==> config.mk <==
export PLATFORM = sky130hd
export DESIGN_NAME = elevator_call_scheduler
export DESIGN_NICKNAME = d
export VERILOG_FILES = /design/src/rtl/elevator_pkg.sv /design/src/rtl/elevator_call_latch.sv /design/src/rtl/elevator_call_scheduler.sv
export SDC_FILE = /design/constraint.sdc
export NUM_CORES = 1
export LEC_CHECK = 0
export CAP_MARGIN = 20
export CORE_MARGIN = 5
export CORE_UTILIZATION = 60
export CTS_CLUSTER_SIZE = 24
export DETAILED_ROUTE_END_ITERATION = 8
export DONT_BUFFER_PORTS = 1
export PLACE_DENSITY = 0.8
export SLEW_MARGIN = 20
export SYNTH_ARGS = -nofsm -noshare
export SYNTH_HDL_FRONTEND = slang
export SYNTH_HIERARCHICAL = 1
export SYNTH_SLANG_ARGS = --single-unit
==> constraint.sdc <==
create_clock -name clk -period 3.3 [get_ports clk]
set_clock_uncertainty 0.2 [all_clocks]
set_input_delay 0.495 -clock clk [delete_from_list [all_inputs] [get_ports clk]]
set_output_delay 0.495 -clock clk [all_outputs]
set_load 0.02 [all_outputs]
==> src/rtl/elevator_pkg.sv <==
// Shared types and default timing for the elevator call scheduler.
package elevator_pkg;
    typedef enum logic [1:0] {
        IDLE = 2'd0,
        MOVE = 2'd1,
        DOOR = 2'd2
    } state_t;

    typedef enum logic {
        UP   = 1'b0,
        DOWN = 1'b1
    } dir_t;

    localparam int FLOOR_W        = 3;
    localparam int DEF_NFLOORS    = 5;
    localparam int DEF_TRAVEL_CYC = 4;
    localparam int DEF_DOOR_CYC   = 3;
endpackage

==> src/rtl/elevator_call_latch.sv <==
// Pending-call register: latches call pulses, clears serviced floors and
// ignores calls that are masked off (the open-door floor).
module elevator_call_latch
    import elevator_pkg::*;
#(
    parameter int NFLOORS = DEF_NFLOORS
) (
    input  logic               clk,
    input  logic               rst,
    input  logic [NFLOORS-1:0] req,
    input  logic [NFLOORS-1:0] clr,
    input  logic [NFLOORS-1:0] suppress,
    output logic [NFLOORS-1:0] pending
);
    logic [NFLOORS-1:0] pending_q;
    logic [NFLOORS-1:0] pending_d;

    always_comb begin
        pending_d = (pending_q | (req & ~suppress)) & ~clr;
    end

    always_ff @(posedge clk) begin
        if (rst) begin
            pending_q <= '0;
        end else begin
            pending_q <= pending_d;
        end
    end

    assign pending = pending_q;
endmodule

==> src/rtl/elevator_call_scheduler.sv <==
// SCAN call scheduler: picks the next stop from latched calls and sequences
// the car through travel and door-dwell phases with cycle counters.
module elevator_call_scheduler
    import elevator_pkg::*;
#(
    parameter int NFLOORS    = DEF_NFLOORS,
    parameter int TRAVEL_CYC = DEF_TRAVEL_CYC,
    parameter int DOOR_CYC   = DEF_DOOR_CYC
) (
    input  logic               clk,
    input  logic               rst,
    input  logic [NFLOORS-1:0] req,
    output logic [FLOOR_W-1:0] floor,
    output logic               dir,
    output logic               moving,
    output logic               door_open,
    output logic [NFLOORS-1:0] pending
);
    localparam int TCNT_W = (TRAVEL_CYC > 1) ? $clog2(TRAVEL_CYC) : 1;
    localparam int DCNT_W = (DOOR_CYC > 1) ? $clog2(DOOR_CYC) : 1;
    localparam logic [TCNT_W-1:0]  TRAVEL_LAST = TCNT_W'(TRAVEL_CYC - 1);
    localparam logic [DCNT_W-1:0]  DOOR_LAST   = DCNT_W'(DOOR_CYC - 1);
    localparam logic [FLOOR_W-1:0] TOP_FLOOR   = FLOOR_W'(NFLOORS - 1);

    state_t              state_q, state_d;
    dir_t                dir_q, dir_d;
    logic [FLOOR_W-1:0]  floor_q, floor_d;
    logic [TCNT_W-1:0]   travel_cnt_q, travel_cnt_d;
    logic [DCNT_W-1:0]   door_cnt_q, door_cnt_d;
    logic                moving_q, moving_d;
    logic                door_open_q, door_open_d;

    logic [NFLOORS-1:0]  pending_q;
    logic [NFLOORS-1:0]  clr;
    logic [NFLOORS-1:0]  suppress;
    logic [NFLOORS-1:0]  floor_onehot;
    logic [NFLOORS-1:0]  step_onehot;
    logic [NFLOORS-1:0]  above_mask;
    logic [NFLOORS-1:0]  below_mask;
    logic [FLOOR_W-1:0]  step_floor;
    logic                ahead;
    logic                behind;
    logic                do_decide;

    genvar gi;
    generate
        for (gi = 0; gi < NFLOORS; gi++) begin : g_masks
            assign floor_onehot[gi] = (floor_q == FLOOR_W'(gi));
            assign step_onehot[gi]  = (step_floor == FLOOR_W'(gi));
            assign above_mask[gi]   = (FLOOR_W'(gi) > floor_q);
            assign below_mask[gi]   = (FLOOR_W'(gi) < floor_q);
        end
    endgenerate

    // A call for the floor whose door is open only restarts the dwell.
    assign suppress = (state_q == DOOR) ? floor_onehot : '0;

    elevator_call_latch #(
        .NFLOORS (NFLOORS)
    ) u_call_latch (
        .clk      (clk),
        .rst      (rst),
        .req      (req),
        .clr      (clr),
        .suppress (suppress),
        .pending  (pending_q)
    );

    always_comb begin
        step_floor = floor_q;
        if (dir_q == UP && floor_q != TOP_FLOOR) begin
            step_floor = floor_q + 1'b1;
        end else if (dir_q == DOWN && floor_q != '0) begin
            step_floor = floor_q - 1'b1;
        end
    end

    assign ahead  = (dir_q == UP) ? |(pending_q & above_mask) : |(pending_q & below_mask);
    assign behind = (dir_q == UP) ? |(pending_q & below_mask) : |(pending_q & above_mask);

    always_ff @(posedge clk) begin
        if (rst) begin
            state_q      <= IDLE;
            dir_q        <= UP;
            floor_q      <= '0;
            travel_cnt_q <= '0;
            door_cnt_q   <= '0;
            moving_q     <= 1'b0;
            door_open_q  <= 1'b0;
        end else begin
            state_q      <= state_d;
            dir_q        <= dir_d;
            floor_q      <= floor_d;
            travel_cnt_q <= travel_cnt_d;
            door_cnt_q   <= door_cnt_d;
            moving_q     <= moving_d;
            door_open_q  <= door_open_d;
        end
    end

    always_comb begin
        state_d      = state_q;
        dir_d        = dir_q;
        floor_d      = floor_q;
        travel_cnt_d = travel_cnt_q;
        door_cnt_d   = door_cnt_q;
        clr          = '0;
        do_decide    = 1'b0;

        case (state_q)
            IDLE: begin
                do_decide = 1'b1;
            end
            MOVE: begin
                if (travel_cnt_q == TRAVEL_LAST) begin
                    travel_cnt_d = '0;
                    floor_d      = step_floor;
                    if (|(pending_q & step_onehot)) begin
                        state_d    = DOOR;
                        door_cnt_d = '0;
                        clr        = step_onehot;
                    end
                end else begin
                    travel_cnt_d = travel_cnt_q + 1'b1;
                end
            end
            DOOR: begin
                if (|(req & floor_onehot)) begin
                    door_cnt_d = '0;
                end else if (door_cnt_q == DOOR_LAST) begin
                    do_decide = 1'b1;
                end else begin
                    door_cnt_d = door_cnt_q + 1'b1;
                end
            end
            default: begin
                state_d = IDLE;
            end
        endcase

        // SCAN decision: serve here, else keep going, else reverse, else rest.
        if (do_decide) begin
            travel_cnt_d = '0;
            door_cnt_d   = '0;
            if (|(pending_q & floor_onehot)) begin
                state_d = DOOR;
                clr     = floor_onehot;
            end else if (ahead) begin
                state_d = MOVE;
            end else if (behind) begin
                state_d = MOVE;
                dir_d   = (dir_q == UP) ? DOWN : UP;
            end else begin
                state_d = IDLE;
            end
        end
    end

    always_comb begin
        moving_d    = (state_d == MOVE);
        door_open_d = (state_d == DOOR);
    end

    assign floor     = floor_q;
    assign dir       = dir_q;
    assign moving    = moving_q;
    assign door_open = door_open_q;
    assign pending   = pending_q;
endmodule

==> out/metrics.yaml <==
pwr:
  comb_power_share_pct: 40.8
  power.density_nw_per_um2: 436
  share_seq_of_total_power_pct: 41.5
  p_sw_share_pct: 40.7
  ir_drop_mv: 0.334
  internal_power_mw: 0.405
  leakagePower_nw: 0.587
  finalPower_mw: 0.683
  p_switching_mw: 0.278
  p_clk_share_pct: 17.6
route:
  via_per_inst: 6.55
  wl_per_cell_um: 17.4
  vias: 1395
  drt_iter0_markers: 86
  dr.pass1.iters: 4
  ant_nets: 0
  drc: 0
  routed_wl_mm: 3.71
timing:
  fin_crit_sh_pct: 90.8
  rsz0062_at_grt: "no"
  worst_hold_slack_ps: 35.6
  hold_viol_final: 0
  setup_violations: 0
  setup_ws_ps: 305
  relSlewSlack_pct: 58.6
  worst_slew_pin_slew_ps: 621
  post-route-min-period_ps: 3000
  fmax_ghz: 0.334
  tns_ps: 0
  report.final.slew_viol_count: 0
flow_run:
  cap_violations: 0
cts:
  clock_tree.buffer_depth: 2
  htree_levels: 1
  clock-root-buffer: "clkbuf_4"
  clkSlewWorstSetupHoldPaths_ps: 120
  insertion_delay_ps: 310
  cts.sinks: 17
  ctsResizeCount: 0
  postCtsHoldBufs: 0
  cts_inserted_buffers: 3
  tritoncts: "yes"
  postCtsSetupBuffers: 0
final_layout:
  ff_latch_area_um2: 340
  final_layout_size_suffix_gt1_share_pct: 15.3
  nFillCells: 207
  final_cells: 213
  antennaDiodeCount: 0
  utilization_pct: 64.4
  nNetsFinal: 202
  layout_commonest_cell: "dfxtp_1"
  final_cell_mix: "17 x dfxtp_1, 16 x nand2_1, 14 x nor2_1"
  multi_input_area_um2: 1080
  stdcell_area_um2: 1570
  area_growth_pct: 3.99
yosys:
  netlist_area_um2: 1510
  syn_area_per_cell_um2: 8.32
  synthArstFlopShare_pct: 0
  ys_ff_latch: 17
  yosysSeqAreaShare_pct: 22.6
  synth_edf_count: 0
  synth_fp_nets: 199
  synthFlopType: "dfxtp_1"
  syn_inst: 181
  synth.distinct_cells: 54
  yosysWarningCount: 6
setup_path:
  worst-setup-path-type: "reg -> reg"
  crit_family: "compound AO/OA/AOI/OAI gates"
  cp_slowest_cell: "mux4_2"
  max_stage_delay_ps: 570
  cp-start-kind: "flip-flop"
  end_kind: "flip-flop"
  crit_fanout: 15
  crit_path_cell_trace: "inv_1 > ha_1 > nor2b_1 > mux4_2 > o211ai_1 > nor3b_1 > o41ai_2 > or3_1 > a21oi_1"
  worst-path-buf-inv: 1
  cp.required_ps: 3290
  crit_arrival_ps: 2990
place:
  gp_congestion: 0.972
  io_buffers: 0
  preCtsSetupSlack_ps: 386
  post_dp_cell_area_um2: 1540
  dpl.hpwl_mm: 2.87
  dp_cells: 209
grt:
  antenna_found_initial: 0
  grt_max_degree: 16
  grt_pass1_vias: 1260
  grt_pass1_wl_mm: 6.07
  grt_use_total_pct: 22.4
  grt_overflow: 0
floorplanning:
  initial_utilization_pct: 61.9
  io_pins: 18
  rows: 18
  dieArea_um2: 3610
  die_h_um: 60.1
  die_w_um: 60.1
  core_um2: 2430
worst_hold_path:
  hold_path.class: "in -> reg"
status:
  status: "completed"
==> final timing paths <==
| path | start | slack [ps] | end | depth (start not counted) |
|---|---|---|---|---|
| worst max-delay path | floor[0] | 300 | door_cnt_q[1] | 9 |
| worst min-delay path | rst | 40 | moving | 1 |
| worst max register to register | floor[0] | 300 | door_cnt_q[1] | 9 |
| worst min register to register | door_cnt_q[0] | 290 | door_cnt_q[0] | 2 |
==> power by group through the flow <==
stage | clock network (mW) | logic (mW) | registers (mW)
final | 0.120 | 0.279 | 0.284
after global routing | 0.133 | 0.306 | 0.288
after CTS | 0.121 | 0.277 | 0.284
after detailed placement | 0 | 0.275 | 0.289
after global placement | 0 | 0.264 | 0.287
after floorplan | 0 | 0.226 | 0.279
==> kinds of logic after synthesis <==
family,synth area share (%)
AND/OR/NAND/NOR,29.8
AO/OA/AOI/OAI,28.2
buffers and inverters,5.81
flip-flops,22.6
adder cells (fa/ha/maj),9.14
XOR/XNOR,2.24
multiplexers,2.16
==> sequential cells by signal (all words and copies together), names as in the netlist <==
name / flops
u_call_latch/pending: 5
travel_cnt_q: 2
moving: 1
state_q: 2
door_cnt_q: 2
door_open: 1
floor: 3
dir: 1
==> cell type report <==
class,instances,area share (%)
Multi-Input combinational cell,146,68.8
Sequential cell,17,21.7
Clock inverter,1,0.319
Clock buffer,3,1.44
Inverter,10,2.40
Timing Repair Buffer,6,2.88
Tap cell,30,2.40
==> metal layers <==
| layer | GRT usage, % | vias up | wire length (µm) | share of wire, % |
|---|---|---|---|---|
| li1 | - | 665 | - | - |
| met1 | 27.5 | 646 | 1510 | 41 |
| met2 | 38.3 | 73 | 1790 | 48 |
| met3 | 4.75 | 11 | 331 | 8.9 |
| met4 | 7.91 | 0 | 83 | 2.2 |
| met5 | 0 | - | 0 | 0 |
==> cells in the mapped netlist, drive strengths merged (2+ instances only) <==
library cell	count	area share (%)
dfxtp	17	23
xnor2	2	1.2
inv	10	2.5
a32o	2	1.3
nor3	5	1.7
o211ai	4	2.0
nor2b	10	6.6
nand2	16	4.0
ha	11	9.1
nand2b	5	2.1
o21a	7	3.5
nor4	2	0.83
nand3b	2	1.0
a31oi	2	2.8
o41ai	2	1.7
o21ai	11	3.7
a211oi	3	1.8
a21oi	12	4.0
and2	3	1.2
and3	3	1.2
or2	2	1.0
clkbuf	2	0.50
nand4	3	1.2
and3b	2	1.2
or3	2	0.83
nand3	2	0.66
buf	6	2.8
nor4b	2	1.6
nor2	14	3.5
(Power assumes the default switching activity.)
